===== src/rtl/tone_oscillator_pkg.sv =====
// Shared definitions for the tone oscillator.
//   SILENCE_MAX : dividers below this value mean "no note".
//   wave_sel_e  : waveform select encoding (11 falls back to square).
//   tri_from_saw: folds the 8-bit ramp into a triangle.
package tone_oscillator_pkg;

   localparam int unsigned SILENCE_MAX = 256;

   typedef enum logic [1:0] {
      WaveSquare    = 2'b00,
      WaveSaw       = 2'b01,
      WaveTri       = 2'b10,
      WaveSquareAlt = 2'b11
   } wave_sel_e;

   // Rising half doubles the ramp; once saw[7] sets, the inverse folds it back down.
   function automatic logic [7:0] tri_from_saw(input logic [7:0] saw);
      logic [7:0] dbl;
      dbl = {saw[6:0], 1'b0};
      return saw[7] ? ~dbl : dbl;
   endfunction

endpackage


===== src/rtl/tone_oscillator_if.sv =====
// Control/output bundle of the tone oscillator.
//   en, divider, wave_sel            : driven by the controller (master)
//   sample, note_active, period_tick : driven by the oscillator (slave)
interface tone_oscillator_if;

   logic        en;
   logic [15:0] divider;
   logic [1:0]  wave_sel;
   logic [7:0]  sample;
   logic        note_active;
   logic        period_tick;

   modport master (
      output en, divider, wave_sel,
      input  sample, note_active, period_tick
   );

   modport slave (
      input  en, divider, wave_sel,
      output sample, note_active, period_tick
   );

endinterface


===== src/rtl/tone_oscillator_wave_shaper.sv =====
// Maps the oscillator phase onto an 8-bit waveform value (combinational).
//   wave_sel_i : waveform select
//   cnt_i      : period counter
//   half_i     : half of the active period length (square threshold)
//   saw_i      : ramp value
//   sample_o   : shaped value, registered by the caller
module wave_shaper
   import tone_oscillator_pkg::*;
(
   input  wave_sel_e   wave_sel_i,
   input  logic [15:0] cnt_i,
   input  logic [15:0] half_i,
   input  logic [7:0]  saw_i,
   output logic [7:0]  sample_o
);

   logic [7:0] square;

   assign square = (cnt_i < half_i) ? 8'hFF : 8'h00;

   always_comb begin
      sample_o = square;
      unique case (wave_sel_i)
         WaveSquare:    sample_o = square;
         WaveSaw:       sample_o = saw_i;
         WaveTri:       sample_o = tri_from_saw(saw_i);
         WaveSquareAlt: sample_o = square;
         default:       sample_o = square;
      endcase
   end

endmodule


===== src/rtl/tone_oscillator.sv =====
// Divider-driven tone oscillator with square, sawtooth and triangle outputs.
//   clk : clock, rising edge
//   rst : asynchronous active-high reset
//   bus : slave side of tone_oscillator_if
//         en          - low forces idle on the next edge
//         divider     - clocks per period; below SILENCE_MAX means silence
//         wave_sel    - waveform select, applied on the next sample
//         sample      - registered waveform value, one cycle behind the counters
//         note_active - high while an audible divider is in use
//         period_tick - one-cycle pulse after each period wrap
module tone_oscillator
   import tone_oscillator_pkg::*;
(
   input  logic               clk,
   input  logic               rst,
   tone_oscillator_if.slave   bus
);

   localparam logic [15:0] SilenceMax = 16'(SILENCE_MAX);

   logic [15:0] act_div_q, act_div_d;
   logic [15:0] cnt_q, cnt_d;
   logic [7:0]  step_len_q, step_len_d;
   logic [7:0]  step_cnt_q, step_cnt_d;
   logic [7:0]  saw_q, saw_d;
   logic [7:0]  sample_q, sample_d;
   logic        note_active_q, note_active_d;
   logic        period_tick_q, period_tick_d;

   logic        silent;
   logic        div_audible;
   logic        wrap;
   logic        step_done;
   logic [7:0]  shaped;

   assign silent      = act_div_q < SilenceMax;
   assign div_audible = bus.divider >= SilenceMax;
   assign wrap        = cnt_q == (act_div_q - 16'd1);
   assign step_done   = step_cnt_q == (step_len_q - 8'd1);

   wave_shaper u_wave_shaper (
      .wave_sel_i (wave_sel_e'(bus.wave_sel)),
      .cnt_i      (cnt_q),
      .half_i     (act_div_q >> 1),
      .saw_i      (saw_q),
      .sample_o   (shaped)
   );

   always_comb begin
      act_div_d     = act_div_q;
      cnt_d         = cnt_q;
      step_len_d    = step_len_q;
      step_cnt_d    = step_cnt_q;
      saw_d         = saw_q;
      sample_d      = sample_q;
      note_active_d = note_active_q;
      period_tick_d = 1'b0;

      if (!bus.en) begin
         act_div_d     = '0;
         cnt_d         = '0;
         step_cnt_d    = '0;
         saw_d         = '0;
         sample_d      = '0;
         note_active_d = 1'b0;
      end else if (silent) begin
         // Initial load: no tick, counters start from a clean phase.
         act_div_d     = bus.divider;
         step_len_d    = bus.divider[15:8];
         cnt_d         = '0;
         step_cnt_d    = '0;
         saw_d         = '0;
         sample_d      = '0;
         note_active_d = div_audible;
      end else begin
         sample_d = shaped;
         if (wrap) begin
            // Divider changes only take effect here, so a period is never cut short.
            act_div_d     = bus.divider;
            step_len_d    = bus.divider[15:8];
            cnt_d         = '0;
            step_cnt_d    = '0;
            saw_d         = '0;
            note_active_d = div_audible;
            period_tick_d = 1'b1;
         end else begin
            cnt_d = cnt_q + 16'd1;
            if (step_done) begin
               step_cnt_d = '0;
               if (saw_q != 8'hFF) begin
                  saw_d = saw_q + 8'd1;
               end
            end else begin
               step_cnt_d = step_cnt_q + 8'd1;
            end
         end
      end
   end

   always_ff @(posedge clk or posedge rst) begin
      if (rst) begin
         act_div_q     <= '0;
         cnt_q         <= '0;
         step_len_q    <= '0;
         step_cnt_q    <= '0;
         saw_q         <= '0;
         sample_q      <= '0;
         note_active_q <= 1'b0;
         period_tick_q <= 1'b0;
      end else begin
         act_div_q     <= act_div_d;
         cnt_q         <= cnt_d;
         step_len_q    <= step_len_d;
         step_cnt_q    <= step_cnt_d;
         saw_q         <= saw_d;
         sample_q      <= sample_d;
         note_active_q <= note_active_d;
         period_tick_q <= period_tick_d;
      end
   end

   assign bus.sample      = sample_q;
   assign bus.note_active = note_active_q;
   assign bus.period_tick = period_tick_q;

endmodule


===== src/flat_wrapper.sv =====
// flat-port wrapper written by rule: the top's interface ports become plain ports
module tone_oscillator_flat import tone_oscillator_pkg::*;
  (clk, rst, bus_en, bus_divider, bus_wave_sel, bus_sample, bus_note_active, bus_period_tick);
  tone_oscillator_if bus_i ();
  input  logic clk;
  input  logic rst;
  input wire logic [$bits(bus_i.en)-1:0] bus_en;
  input wire logic [$bits(bus_i.divider)-1:0] bus_divider;
  input wire logic [$bits(bus_i.wave_sel)-1:0] bus_wave_sel;
  output wire logic [$bits(bus_i.sample)-1:0] bus_sample;
  output wire logic [$bits(bus_i.note_active)-1:0] bus_note_active;
  output wire logic [$bits(bus_i.period_tick)-1:0] bus_period_tick;
  assign bus_i.en = bus_en;
  assign bus_i.divider = bus_divider;
  assign bus_i.wave_sel = bus_wave_sel;
  assign bus_sample = bus_i.sample;
  assign bus_note_active = bus_i.note_active;
  assign bus_period_tick = bus_i.period_tick;
  tone_oscillator u_core (.clk(clk), .rst(rst), .bus(bus_i));
endmodule

===== config.mk =====
export PLATFORM = sky130hd
export DESIGN_NAME = tone_oscillator_flat
export DESIGN_NICKNAME = d
export VERILOG_FILES = /design/src/rtl/tone_oscillator_pkg.sv /design/src/rtl/tone_oscillator_if.sv /design/src/rtl/tone_oscillator_wave_shaper.sv /design/src/rtl/tone_oscillator.sv /design/src/flat_wrapper.sv
export SDC_FILE = /design/constraint.sdc
export NUM_CORES = 1
export LEC_CHECK = 0
export CAP_MARGIN = 0
export CORE_UTILIZATION = 59
export CTS_BUF_LIST = sky130_fd_sc_hd__clkbuf_8 sky130_fd_sc_hd__clkbuf_16
export DETAILED_ROUTE_END_ITERATION = 7
export PLACE_DENSITY = 0.89
export SETUP_SLACK_MARGIN = 0.3
export SYNTH_ARGS = -nofsm -noshare
export SYNTH_HDL_FRONTEND = slang
export SYNTH_SLANG_ARGS = --single-unit

===== constraint.sdc =====
create_clock -name clk -period 3.3 [get_ports clk]
set_input_delay 0.33 -clock clk [delete_from_list [all_inputs] [get_ports clk]]
set_output_delay 0.33 -clock clk [all_outputs]
set_load 0.01 [all_outputs]

==> results.toml <==
[yosys]
synth.distinct_cells = 59
netlist_area_sq_mm = 0.00427
syn_nets = 495
ys_ff_latch = 66
syn_avg_cell_area_sq_um = 9.44
yosys-top-cells-area = "dfrtp_1 (39%), xor2_1 (7.4%), ha_1 (6.4%)"
ys_seq_area_share_pct = 38.7
synthArstFlopShare_pct = 100
synth_top_cell_area_share_pct = 38.7
syn_inst = 452
synth_largest_area_cell = "dfrtp_1"
synth_top_flop_cell = "dfrtp_1"
synth_enable_flop_cells = 0
yosys_warnings = 0

[placed_design]
dpl_cell_area_sq_mm = 0.00461
dp_slack_ps = 285
io_buffers = 30
place_inst = 562
gp_congestion = 0.977
post-dp-hpwl_mm = 6.65

[grt]
grt_usage_pct = 27.0
grt_overflow_total = 0
grt_pass1_vias = 3322
grt_max_degree = 38
grt_pass1_wl_mm = 15.6
antenna_found_initial = 0

[timing]
finalCritPeriodShare_pct = 84.7
fin_ws_ps = 507
relSlewSlack_pct = 50.9
fin_crit_ps = 2790
skew_ps = 9.46
setup_violations = 0
fin_setup_tns_ps = 0
slew_viol_final = 0
rsz0062_at_grt = "false"
hold_viol = 0
max_freq_ghz = 0.358
tightest_slew_ps = 718

[floorplan]
num_io_pins = 31
die_width_um = 87.1
initial_core_util_pct = 61.8
die_y_um = 87.1
coreArea_sq_mm = 0.00691
die_area_sq_mm = 0.00758
rows = 30

[clock_tree]
path_clk_slew_ps = 70
cts_hold_buf = 0
cts_sinks = 66
clk_latency_ps = 350
cts_buffers = 9
tritoncts = "built"
clock_path_buffers = 2
cts_max_level = 3
clock-root-buffer = "clkbuf_8"

[critical_path]
crit_fanout = 9
endpoint_kind = "register"
cp.arrival_ps = 3020
path_class = "reg -> reg"
worstPathRequired_ps = 3530
worstSetupStartpointType = "register"

[worst_hold_path]
hp-class = "in -> async"

[pwr]
power_mw = 4.11
power.leakage_nw = 2.16
power_density_mw_per_mm2 = 846
ir_worst_vdd_mv = 0.558

[detailed_routing]
vias_per_cell = 6.04
vias = 3505
drtIter0Drc = 290
wl_mm = 9.35
dr.pass1.iters = 5
drc_errors = 0
antenna_left = 0
routedWlPerCell_um = 16.1

[final_layout]
drive_above_1_share_pct = 7.85
final_cell_mix = "dfrtp_1 (66), nor2_1 (42), nand2_1 (38)"
final_cells = 580
synthToLayoutAreaGrowth_pct = 13.7
layout_commonest_cell = "dfrtp_1"
antennaDiodeCount = 0
nets = 522
fillCellCount = 511
stdcell_area_sq_mm = 0.00485

[run_status]
status = "finished, final reports clean"

[job]
cap_violations = 0
## synthesized netlist by cell type, types with 9 or more instances
cell,instances
a21oi_1,12
and3_1,10
dfrtp_1,66
ha_1,22
inv_1,33
mux2i_1,11
nand2_1,38
nand3_1,19
nand4_1,11
nor2_1,42
nor4_1,9
xnor2_1,31
xor2_1,36
## state kept, by name (all words and copies together) (netlist names)
signal / flops
u_core.saw_q: 8
u_core.act_div_q: 16
u_core.bus.period_tick: 1
u_core.cnt_q: 16
u_core.step_cnt_q: 8
u_core.step_len_q: 8
u_core.bus.sample: 8
u_core.bus.note_active: 1
## per-stage QoR
step           hold WS, ps  utilization, %
5_1_grt                214            70.3
6_report               202            70.3
3_5_place_dp           498            66.8
4_1_cts                200            69.9
2_1_floorplan          473               -
3_3_place_gp           502            66.8
## timing repair
| action | in CTS | in global routing |
|---|---|---|
| resized for setup | 1 | 3 |
| setup endpoints to repair | 7 | 49 |
| gates cloned | 0 | 1 |
| endpoints found under the hold margin | 0 | 0 |
| pin swaps | 0 | 2 |
| setup buffers | 0 | 1 |
## layout make-up
type | instances | area, sq um | area share (%)
Multi-Input combinational cell | 335 | 2420 | 49.8
Sequential cell | 66 | 1650 | 34.0
Timing Repair Buffer | 34 | 330 | 6.80
Clock buffer | 9 | 124 | 2.55
Inverter | 33 | 124 | 2.55
Tap cell | 96 | 120 | 2.47
Clock inverter | 7 | 86.3 | 1.78
## cell families after synthesis
kind of cell	Yosys count	share of synthesized area, %
AO/OA/AOI/OAI	69	12.2
XOR/XNOR	67	13.7
adder cells (fa/ha/maj)	22	6.45
buffers and inverters	52	5.19
flip-flops	66	38.7
multiplexers	11	2.58
AND/OR/NAND/NOR	165	21.1
## path summary, 6_finish.rpt
| kind | slack [ps] | from | endpoint | cells past startpoint |
|---|---|---|---|---|
| setup / recovery | 510 | u_core.act_div_q[0] | u_core.step_len_q[6] | 9 |
| hold / removal | 200 | rst | u_core.bus.sample[3] | 2 |
| setup reg to reg | 510 | u_core.act_div_q[0] | u_core.step_len_q[6] | 9 |
| hold reg to reg | 520 | u_core.step_len_q[7] | u_core.step_len_q[7] | 1 |
| max in group asynchronous | 2400 | rst | u_core.act_div_q[4] | 3 |
| min in group clk | 520 | u_core.step_len_q[7] | u_core.step_len_q[7] | 1 |
## per-layer routing
metal | vias to the layer above | GRT usage [%] | wire, um
li1 | 1642 | - | -
met1 | 1685 | 36.6 | 4150
met2 | 152 | 40.9 | 4350
met3 | 26 | 5.12 | 588
met4 | 0 | 14.8 | 258
met5 | - | 0 | 0
## worst max-delay path: stages, from the launching register on
cell and delay [ps]:
dfrtp_1 460, inv_1 90, ha_1 190, nor3b_4 390, nand4_1 170, xnor2_1 190, nor4_1 400, and4_2 450
o21ai_2 170, o2bb2ai_1 160
## report_power, final
group | switching [mW] | total (mW) | internal [mW] | leakage, nW
Combinational | 1.20 | 2.12 | 0.921 | 1.16
Sequential | 0.263 | 1.25 | 0.991 | 0.893
Clock | 0.315 | 0.734 | 0.418 | 0.116
Total | 1.78 | 4.11 | 2.33 | 2.16
(Power assumes the default switching activity.)
